==> src/rtl/m_opqueue_pkg.sv <==
// m_opqueue_pkg: shared constants for the instruction queue (NOP word, RV32 field positions).
// Revision: 1.0
`default_nettype none

package m_opqueue_pkg;

  localparam logic [31:0] c_NOPWORD     = 32'h0000_0013;
  localparam int          c_TRG_LSB     = 7;
  localparam int          c_FUNC3_LSB   = 12;
  localparam int          c_SRC1_LSB    = 15;
  localparam int          c_SRC2_LSB    = 20;
  localparam int          c_FUNC7_5_BIT = 30;
  localparam int          c_REG_W       = 5;
  localparam int          c_FUNC3_W     = 3;

  // A one-entry queue still needs a one-bit pointer; it is simply held at zero.
  function automatic int ptr_width(input int depth);
    return (depth > 1) ? $clog2(depth) : 1;
  endfunction

endpackage

`default_nettype wire

==> src/rtl/m_opqueue_ctl.sv <==
// m_opqueue_ctl: read/write pointers, occupancy count and flush/write/take priority.
// Revision: 1.0
`default_nettype none

module m_opqueue_ctl
  import m_opqueue_pkg::*;
#(
  parameter int DEPTH = 2,
  parameter int PW    = ptr_width(DEPTH),
  parameter int CW    = $clog2(DEPTH + 1)
) (
  input  logic          clk,
  input  logic          rstn,
  input  logic          i_flush,
  input  logic          i_wr_valid,
  input  logic          i_rd_take,
  output logic          o_we,
  output logic          o_wr_ready,
  output logic          o_rd_valid,
  output logic [PW-1:0] o_wptr,
  output logic [PW-1:0] o_rptr,
  output logic [CW-1:0] o_count
);

  logic [PW-1:0] r_wptr;
  logic [PW-1:0] r_rptr;
  logic [CW-1:0] r_count;
  logic          w_full;
  logic          w_empty;
  logic          w_write;
  logic          w_take;

  function automatic logic [PW-1:0] f_inc(input logic [PW-1:0] p);
    if (DEPTH == 1) return '0;
    return p + PW'(1);
  endfunction

  // wr_ready depends only on registered count, so there is no path from rd_take.
  assign w_full  = (r_count == CW'(DEPTH));
  assign w_empty = (r_count == '0);
  assign w_write = i_wr_valid & ~w_full;
  assign w_take  = i_rd_take & ~w_empty;

  always_ff @(posedge clk or negedge rstn) begin
    if (!rstn) begin
      r_wptr  <= '0;
      r_rptr  <= '0;
      r_count <= '0;
    end else if (i_flush) begin
      r_wptr  <= '0;
      r_rptr  <= '0;
      r_count <= '0;
    end else begin
      if (w_write) r_wptr <= f_inc(r_wptr);
      if (w_take)  r_rptr <= f_inc(r_rptr);
      if (w_write && !w_take)
        r_count <= r_count + CW'(1);
      else if (w_take && !w_write)
        r_count <= r_count - CW'(1);
    end
  end

  assign o_we       = w_write & ~i_flush;
  assign o_wr_ready = ~w_full;
  assign o_rd_valid = ~w_empty;
  assign o_wptr     = r_wptr;
  assign o_rptr     = r_rptr;
  assign o_count    = r_count;

endmodule

`default_nettype wire

==> src/rtl/m_opqueue.sv <==
// m_opqueue: DEPTH-entry instruction queue between fetch data (Di) and decode.
// Revision: 1.0
`default_nettype none

module m_opqueue
  import m_opqueue_pkg::*;
#(
  parameter int              DEPTH     = 2,
  parameter int              XLEN      = 32,
  parameter int              HIGHLEVEL = 1,
  parameter logic [XLEN-1:0] NOPWORD   = XLEN'(c_NOPWORD)
) (
  input  logic                         clk,
  input  logic                         rstn,
  input  logic                         flush,
  input  logic                         wr_valid,
  output logic                         wr_ready,
  input  logic [XLEN-1:0]              Di,
  output logic                         rd_valid,
  input  logic                         rd_take,
  output logic [XLEN-1:0]              INSTR,
  output logic [c_REG_W-1:0]           TRG,
  output logic [c_REG_W-1:0]           SRC1,
  output logic [c_REG_W-1:0]           SRC2,
  output logic [c_FUNC3_W-1:0]         FUNC3,
  output logic                         FUNC7_5,
  output logic [$clog2(DEPTH+1)-1:0]   count
);

  localparam int PW    = ptr_width(DEPTH);
  localparam int NSLOT = 1 << PW;

  logic            w_we;
  logic [PW-1:0]   w_wptr;
  logic [PW-1:0]   w_rptr;
  logic [XLEN-1:0] w_mem [NSLOT];
  logic [XLEN-1:0] w_head;

  m_opqueue_ctl #(
    .DEPTH (DEPTH),
    .PW    (PW),
    .CW    ($clog2(DEPTH + 1))
  ) u_ctl (
    .clk        (clk),
    .rstn       (rstn),
    .i_flush    (flush),
    .i_wr_valid (wr_valid),
    .i_rd_take  (rd_take),
    .o_we       (w_we),
    .o_wr_ready (wr_ready),
    .o_rd_valid (rd_valid),
    .o_wptr     (w_wptr),
    .o_rptr     (w_rptr),
    .o_count    (count)
  );

  generate
    if (HIGHLEVEL != 0) begin : g_behav
      logic [XLEN-1:0] r_mem [NSLOT];
      always_ff @(posedge clk) begin
        if (w_we) r_mem[w_wptr] <= Di;
      end
      assign w_mem = r_mem;
    end else begin : g_prim
      // One enable+reset register bank per slot, matching a DFFER-per-bit mapping.
      for (genvar i = 0; i < NSLOT; i++) begin : g_entry
        logic [XLEN-1:0] r_word;
        always_ff @(posedge clk or negedge rstn) begin
          if (!rstn)
            r_word <= '0;
          else if (w_we && (w_wptr == PW'(i)))
            r_word <= Di;
        end
        assign w_mem[i] = r_word;
      end
    end
  endgenerate

  assign w_head  = w_mem[w_rptr];
  assign INSTR   = rd_valid ? w_head : NOPWORD;
  assign TRG     = INSTR[c_TRG_LSB  +: c_REG_W];
  assign SRC1    = INSTR[c_SRC1_LSB +: c_REG_W];
  assign SRC2    = INSTR[c_SRC2_LSB +: c_REG_W];
  assign FUNC3   = INSTR[c_FUNC3_LSB +: c_FUNC3_W];
  assign FUNC7_5 = INSTR[c_FUNC7_5_BIT];

endmodule

`default_nettype wire

==> config.mk <==
export PLATFORM = sky130hd
export DESIGN_NAME = m_opqueue
export DESIGN_NICKNAME = d
export VERILOG_FILES = /design/src/rtl/m_opqueue_pkg.sv /design/src/rtl/m_opqueue_ctl.sv /design/src/rtl/m_opqueue.sv
export SDC_FILE = /design/constraint.sdc
export NUM_CORES = 1
export LEC_CHECK = 0
export BUFFER_PORTS_ARGS = -buffer_cell sky130_fd_sc_hd__buf_2
export CORE_MARGIN = 4
export CORE_UTILIZATION = 30
export DETAILED_ROUTE_END_ITERATION = 12
export HOLD_SLACK_MARGIN = 0.1
export PLACE_DENSITY_LB_ADDON = 0.15
export SLEW_MARGIN = 10
export SYNTH_ARGS = -nofsm -noshare
export SYNTH_HDL_FRONTEND = slang
export SYNTH_SLANG_ARGS = --single-unit
==> constraint.sdc <==
create_clock -name clk -period 4 [get_ports clk]
set_input_delay 0.6 -clock clk [delete_from_list [all_inputs] [get_ports clk]]
set_output_delay 0.6 -clock clk [all_outputs]
set_load 0.02 [all_outputs]
# == Word-level counts from Yosys, hierarchy flattened ==
# Index checks and enable logic that the tools add are counted.
# word_totals
out_inout_bits,55
reg_bits,68
# classes
n_reduce_logical,9
n_mux,14
n_bitwise,8
n_lt_le_gt_ge,3
addsub,4
eq_ne,1
# op_table
cell,count
2-to-1 mux 32 bit,5
bitwise mux 64 bit,1
demux 32 bit (select 1 bit),1
2-to-1 mux 2 bit,3
>= comparator 2 bit (second input constant),2
2-to-1 mux 1 bit,4
NOT 1 -> 2 bit,2
nonzero test 2 bit,2
AND 1 bit,3
logical AND 1 bit,3
NOT 1 bit,3
nonzero test 3 bit,1
adder 1 bit (second input constant),2
adder 2 x 1 -> 2 bit (second input constant),1
equality test 2 bit (second input constant),1
logical NOT 1 bit,2
logical NOT 2 bit,1
< comparator 2 x 1 -> 1 bit (second input constant),1
subtractor 2 x 1 -> 2 bit (second input constant),1

# == Logic depth before layout (Yosys ltp) ==
# Gate-level depths: netlist (run 1).
# depth
ltp_word,8
ltp_mapped,5

# == Hierarchy ==
# From an unflattened synthesis (run 1), not the netlist that was laid out.
# hier_totals
hier_cells,180
area_unflattened_um2,2900.3
# modules_own_cells
mod,instances,area_each_um2,seq_area_each_um2,cells_per_inst
m_opqueue,1,2672.6,1921.8,156
m_opqueue_ctl,1,227.7,100.1,24

# == Worst setup path after synthesis (run 1) ==
# OpenSTA, ideal clock, no wires.
# synth_timing
kind,register to register
from,"reg u_ctl.r_count[1], in the netlist u_ctl.o_count[1]"
to,reg g_behav.r_mem[0] in the netlist's numbering (enable)
t_arrival_ps,3377
setup_time_ps,468
path_slack_ps,155
required_time_ps,3532
stages_incl_launch_ff,5
path_cell_list,dfrtp_1 > nor2b_2 > inv_1 > nand2_1 > nor3b_1
# synth_via
elab_chain_len,4
# synth_rtl
item,line_no,text
from (decl),m_opqueue_ctl.sv:27,logic [CW-1:0] r_count;
from (signal assigned),m_opqueue_ctl.sv:57,r_count <= r_count + CW'(1);
from (signal assigned),m_opqueue_ctl.sv:59,r_count <= r_count - CW'(1);
equality test 2 bit,m_opqueue_ctl.sv:39,assign w_full = (r_count == CW'(DEPTH));
NOT 1 bit,n/a,
via wr_ready,m_opqueue.sv:17,"output logic wr_ready,"
AND 1 bit,m_opqueue_ctl.sv:41,assign w_write = i_wr_valid & ~w_full;
AND 1 bit,m_opqueue_ctl.sv:63,assign o_we = w_write & ~i_flush;
"to (signal, indexed assignment)",m_opqueue.sv:61,if (w_we) r_mem[w_wptr] <= Di;
to (decl),m_opqueue.sv:59,logic [XLEN-1:0] r_mem [NSLOT];
# The timed path passes the listed nets, and every way through them passes these cells.
# A chain may end at the register's enable or synchronous reset.

# == Worst setup path after layout (run 1) ==
# layout_timing
from,"reg u_ctl.r_count[1], in the netlist u_ctl.o_count[1]"
to,out SRC1[1]
# layout_via
elab_chain_len,2
# layout_rtl
item,line_no,text
logical NOT 2 bit,m_opqueue_ctl.sv:40,assign w_empty = (r_count == '0);
2-to-1 mux 32 bit,m_opqueue.sv:80,assign INSTR = rd_valid ? w_head : NOPWORD;
to (decl),m_opqueue.sv:23,"output logic [c_REG_W-1:0] SRC1,"
# Every way passes these cells.

==> results.json, run 1 <==
{
  "path_class": "register to output port",
  "cp_slowest_stage_delay_ns": 0.55,
  "pin_count": 92,
  "layout-drive-gt1-share": 0.431,
  "slew_headroom": 0.330,
  "synth_area_leaders": "edfxtp_1 (69%), mux2i_1 (12%), buf_4 (5.9%)",
  "synth-seq-cells": 68,
  "antenna_cells": 0,
  "tns_ns": 0,
  "ctsHtreeMaxLevel": 3,
  "run_status": "complete, no violations",
  "synth_edf_count": 64,
  "cts_tree": "yes",
  "final-setup-viol-count": 0,
  "die_area_um2": 10900,
  "syn_avg_cell_area_um2": 15.4,
  "ys_warn_count": 0,
  "tightest_slew_ns": 1.01,
  "fin_crit_ns": 2.55,
  "clk_pin_slew_ns": 0.07,
  "num_rows": 34,
  "crit_path_start_kind": "register",
  "crit_buf_inv": 2,
  "grt_pass1_vias": 1681,
  "drt-wirelength-per-cell_um": 14.3,
  "vdd_ir_drop_max_v": 0.000232,
  "r2r_start": "u_ctl.o_count[1]",
  "syn_nets": 218,
  "layout.nets": 299,
  "endpoint_kind": "output port",
  "synth_ff_type": "edfxtp_1",
  "fillers": 874,
  "final-seq-area_um2": 2020,
  "cp_max_fo": 17,
  "core-area_um2": 8850,
  "synth.largest_area_cell": "edfxtp_1",
  "cts_hold_repair.buffers": 1,
  "grt_pass1_wl_um": 8490,
  "max_cap_viol_count": 0,
  "cts_resized": 0,
  "antenna_found_initial": 1,
  "die_h_um": 104,
  "synthCells": 181,
  "cpMaxStageDelayCell": "nor2_2",
  "rsz0062_at_grt": "no",
  "whs_path_depth": 1,
  "portBuffers": 91,
  "power.leakage_nw": 1.37,
  "post-route-drc-count": 0,
  "gp_congestion": 0.683,
  "start_util": 0.314,
  "reg2reg_to": "g_behav.r_mem[35]",
  "via_count": 1627,
  "finalCritPeriodShare": 0.638,
  "rr_worst_depth": 5,
  "syn_to_final_growth_pct": 24.0,
  "post-cts-setup-buffer-count": 0,
  "dr.pass1.iters": 4,
  "synth_cell_types": 21,
  "cts_made_buffers": 9,
  "crit_chain": "nor2_2 > buf_4 > nor2_1 > buf_2",
  "drt-initial-drc-count": 34,
  "overflow": 0,
  "synth_seq_area_share": 0.727,
  "ys_top_cells_by_count": "edfxtp_1 (64), mux2i_1 (33), nor2_1 (31)",
  "hp-class": "primary input to register",
  "hold_viol": 0,
  "min_from": "Di[26]",
  "hpwl_um": 3650,
  "fmax_mhz": 392,
  "multi_input_area_um2": 577,
  "wl_um": 5350,
  "regToRegSetupSlack_ns": 1.88,
  "grt_use_total": 0.101,
  "synth.top_cell.area_share": 0.691,
  "skew_ns": 0.00601,
  "arrival_ns": 1.95,
  "power_density_nw_per_um2": 470,
  "viasPerCell": 4.34,
  "critPathRequiredTime_ns": 3.40,
  "synth_area_um2": 2780,
  "clock_path_buffers": 2,
  "cts.root.buffer_cell": "clkbuf_8",
  "drv_slew": 0,
  "crit_family": "simple AND/OR/NAND/NOR gates",
  "min_to": "g_behav.r_mem[58]",
  "ant_nets": 0,
  "die_x_um": 104,
  "yosysMostFrequentCell": "edfxtp_1",
  "synthArstFlopShare": 0.0588,
  "utilization": 0.390,
  "grt_max_degree": 34,
  "clock_latency_ns": 0.33,
  "numClockSinks": 68
}
[worst reg2reg max path, stage by stage, from the launching register on]
cell and delay, ns:
dfrtp_1 0.45, nor2b_2 0.19, inv_1 0.10, nand2_1 0.11, nor3_2 0.47, buf_4 0.46
[stage by stage]
stage	cells	cell area, um^2	total power, W	setup slack [ns]	hold WS [ns]
2_1_floorplan	181	2780	0.000994	0.155	0.304
3_3_place_gp	358	3230	0.00106	1.74	0.417
3_5_place_dp	358	3230	0.00106	1.74	0.413
4_1_cts	375	3450	0.00165	1.36	0.431
5_1_grt	375	3450	0.00170	1.26	0.422
6_report	375	3450	0.00162	1.45	0.453
[cell type report]
type | count | area share
well taps | 108 | 0.0392
repair buffers | 96 | 0.144
inverters | 3 | 0.00327
flip-flops and latches | 68 | 0.587
clock inverters | 7 | 0.0236
clock buffers | 9 | 0.0359
multi-input cells | 84 | 0.167
[cell families after synthesis]
logic type,Yosys count,share of synthesized area
xor gates and xnor gates,1,0.00315
DFF,68,0.727
AOI/OAI and AO/OA,8,0.0162
and+or+nand+nor,42,0.0648
buffers and inverters,29,0.0698
muxes,33,0.119
[sequential cells by signal, summed over array words and instances (netlist names)]
register / count
u_ctl.o_rptr: 1
g_behav.r_mem: 64
u_ctl.o_wptr: 1
u_ctl.o_count: 2
[placed cells by master (no fill, tap or decap), types with 2 or more instances in the layout]
| master | Yosys | routed |
|---|---|---|
| edfxtp_1 | 64 | 64 |
| bufinv_16 | 0 | 2 |
| clkinv_2 | 0 | 2 |
| o21ai_0 | 2 | 2 |
| a21oi_1 | 4 | 4 |
| clkbuf_8 | 0 | 9 |
| clkinv_1 | 0 | 3 |
| inv_2 | 2 | 2 |
| nand2_1 | 4 | 4 |
| nor2_1 | 31 | 30 |
| buf_2 | 2 | 91 |
| mux2i_1 | 33 | 33 |
| buf_4 | 22 | 4 |
| dfrtp_1 | 4 | 3 |
[where the power goes]
group / total (W) / internal [W] / switching [W] / leakage [nW]
sequential: 0.000831 / 0.000808 / 0.0000234 / 0.639
clock: 0.000580 / 0.000342 / 0.000237 / 0.105
combinational: 0.000208 / 0.0000779 / 0.000130 / 0.626
total: 0.00162 / 0.00123 / 0.000391 / 1.37
[worst max-delay path by stage]
stage | from | endpoint | slack, ns | depth (start not counted)
6_report | u_ctl.o_count[1] | SRC1[1] | 1.45 | 4
2_1_floorplan | u_ctl.o_count[1] | g_behav.r_mem[0] | 0.16 | 4
5_1_grt | u_ctl.o_rptr | INSTR[27] | 1.26 | 3
3_5_place_dp | u_ctl.o_rptr | INSTR[11] | 1.74 | 3
4_1_cts | u_ctl.o_rptr | INSTR[11] | 1.36 | 3
3_3_place_gp | u_ctl.o_rptr | TRG[4] | 1.74 | 3
[per-layer routing]
metal,routed length [um],global-route usage,part of all wire
met1,2340,0.123,0.44
met2,2480,0.160,0.46
met3,470,0.0577,0.088
met4,33,0.0171,0.0062
met5,20,0,0.0037
No activity file was read; power rests on OpenSTA's default activity.
==> inputs of run 2 (changes only) <==
- ABC_AREA: default -> 1
- clock period: 4 -> 2.5 ns (I/O delays scaled with it)
==> results.json, run 2 <==
{
  "grt_use_total": 0.117,
  "post-route-drc-count": 0,
  "layout.nets": 346,
  "synthArstFlopShare": 0.0588,
  "run_status": "complete, no violations",
  "portBuffers": 91,
  "synth_compound_area_frac": 0.0622,
  "syn_nets": 265,
  "crit_buf_inv": 2,
  "wl_met1_um": 2600,
  "pin_count": 92,
  "tightest_slew_ns": 0.502,
  "top_register": "g_behav.r_mem",
  "ctsHtreeMaxLevel": 3,
  "dr.pass1.iters": 4,
  "syn_avg_cell_area_um2": 12.2,
  "cp_slowest_stage_delay_ns": 0.39,
  "clock_latency_ns": 0.33,
  "dpl.cell_count": 405,
  "met3_length_um": 307,
  "arrival_ns": 1.61,
  "synthCells": 228,
  "fmax_mhz": 504,
  "drv_slew": 0,
  "power.leakage_nw": 1.45,
  "layout-drive-gt1-share": 0.379,
  "crit_path_start_kind": "register",
  "post-cts-setup-buffer-count": 0,
  "start_util": 0.314,
  "ant_nets": 0,
  "crit_chain": "clkinv_2 > nand2_1 > a21oi_1 > buf_2",
  "synth_area_um2": 2780,
  "antenna_found_initial": 0,
  "synth_edf_count": 64,
  "power.switching_w": 0.00138,
  "power_frac_clock": 0.236,
  "clock_path_buffers": 2,
  "gp_congestion": 0.716,
  "synth.top_cell.area_share": 0.692,
  "ys_top_cells_by_count": "nand2_1 (75), edfxtp_1 (64), a21oi_1 (29)",
  "synth-seq-cells": 68,
  "antenna_cells": 0,
  "grt_max_degree": 35,
  "layoutNonFillerInstCount": 422,
  "cts_resized": 0,
  "endpoint_kind": "output port",
  "fin_area_um2": 3430,
  "top_layer": "met4",
  "critPathRequiredTime_ns": 2.12,
  "drt-wirelength-per-cell_um": 14.3,
  "final_cell_mix": "buf_2 (91), nand2_1 (75), edfxtp_1 (64)",
  "rsz0062_at_grt": "no",
  "cts_made_buffers": 9,
  "power.internal_w": 0.00219,
  "final-setup-viol-count": 0,
  "fin_crit_ns": 1.99,
  "grt_pass1_vias": 1909,
  "power_density_nw_per_um2": 1040,
  "synth_ff_type": "edfxtp_1",
  "largest_reg_flops": 64,
  "path_class": "register to output port",
  "syn_to_final_growth_pct": 23.6,
  "wl_met2_um": 3010,
  "crit_family": "buffers and inverters",
  "ys_warn_count": 0,
  "synth_area_leaders": "edfxtp_1 (69%), nand2_1 (10%), a21oi_1 (5.2%)",
  "hp-class": "primary input to register",
  "finalCritPeriodShare": 0.794,
  "vdd_ir_drop_max_v": 0.000352,
  "yosysMostFrequentCell": "nand2_1",
  "synth_seq_area_share": 0.728,
  "numClockSinks": 68,
  "drt-initial-drc-count": 96,
  "synth.largest_area_cell": "edfxtp_1",
  "num_rows": 34,
  "cts.root.buffer_cell": "clkbuf_8",
  "die_area_um2": 10900,
  "slew_headroom": 0.665,
  "skew_ns": 0.00458,
  "final_common_cell": "buf_2",
  "wl_um": 6030,
  "core-area_um2": 8850,
  "clk_pin_slew_ns": 0.07,
  "synthXorXnorAreaFrac": 0,
  "fin_ws_ns": 0.515,
  "die_h_um": 104,
  "grt_pass1_wl_um": 9810,
  "synthMuxAreaShare": 0,
  "dp_slack_ns": 0.810,
  "overflow": 0,
  "cts_tree": "yes",
  "die_x_um": 104,
  "viasPerCell": 4.40,
  "tns_ns": 0,
  "max_cap_viol_count": 0,
  "via_count": 1858,
  "placed_area_um2": 3240,
  "synth_cell_types": 18,
  "synth_top_family_by_area": "simple AND/OR/NAND/NOR gates",
  "yosys.area_share.simple": 0.131,
  "cpMaxStageDelayCell": "dfrtp_1",
  "cp_max_fo": 34,
  "hpwl_um": 4160,
  "hold_viol": 0,
  "comb_power_share": 0.374,
  "netSwitchingFraction": 0.388,
  "seq_power_share": 0.391,
  "synthAdderAreaFrac": 0
}
## run 2: final cells by class
| type | instances | area [um^2] |
|---|---|---|
| multi-input cells | 125 | 552 |
| clock buffers | 10 | 128 |
| flip-flops and latches | 68 | 2020 |
| inverters | 6 | 23.8 |
| clock inverters | 6 | 55.1 |
| fillers | 901 | 5420 |
| repair buffers | 99 | 518 |
| well taps | 108 | 135 |
## run 2: timing repair
item / in CTS / in global routing
endpoints found under the setup margin: 0 / 0
hold endpoints to repair: 4 / 0
hold buffers: 1 / 0
## run 2: cell families (layout without fill, tap and decap cells)
kind of cell,Yosys count,after routing
compound gates,33,33
buf+inv,35,121
flops,68,68
simple gates,92,92
## run 2: through the flow
| step | power (W) | hold slack, ns | util |
|---|---|---|---|
| finish | 0.00357 | 0.232 | 0.388 |
| global route | 0.00380 | 0.210 | 0.388 |
| CTS | 0.00363 | 0.210 | 0.388 |
| detailed placement | 0.00278 | 0.190 | 0.366 |
| global placement | 0.00278 | 0.192 | 0.366 |
| floorplan | 0.00244 | 0.0794 | - |
## run 2: final timing paths
path	startpoint	cells after the start	to	slack, ns
worst min-delay path	Di[1]	1	g_behav.r_mem[33]	0.23
max in group asynchronous	rstn	2	u_ctl.o_rptr	2.01
worst max register to register	u_ctl.o_count[0]	5	g_behav.r_mem[54]	0.82
min in group asynchronous	rstn	2	u_ctl.o_count[0]	0.37
worst max-delay path	u_ctl.o_rptr	4	SRC1[0]	0.51
worst min register to register	u_ctl.o_wptr	1	u_ctl.o_wptr	0.56
## run 2: power groups by stage
| stage | clock [W] | combinational [W] | sequential, W |
|---|---|---|---|
| CTS | 0.000870 | 0.00137 | 0.00139 |
| global route | 0.000922 | 0.00147 | 0.00140 |
| finish | 0.000840 | 0.00133 | 0.00139 |
| global placement | 0 | 0.00136 | 0.00142 |
| detailed placement | 0 | 0.00136 | 0.00142 |
| floorplan | 0 | 0.00101 | 0.00142 |
## run 2: routing by layer
metal / track usage / vias to the layer above
met4: 0.0627 / 0
met3: 0.0292 / 9
met5: 0 / -
met1: 0.137 / 867
li1: - / 928
met2: 0.195 / 54
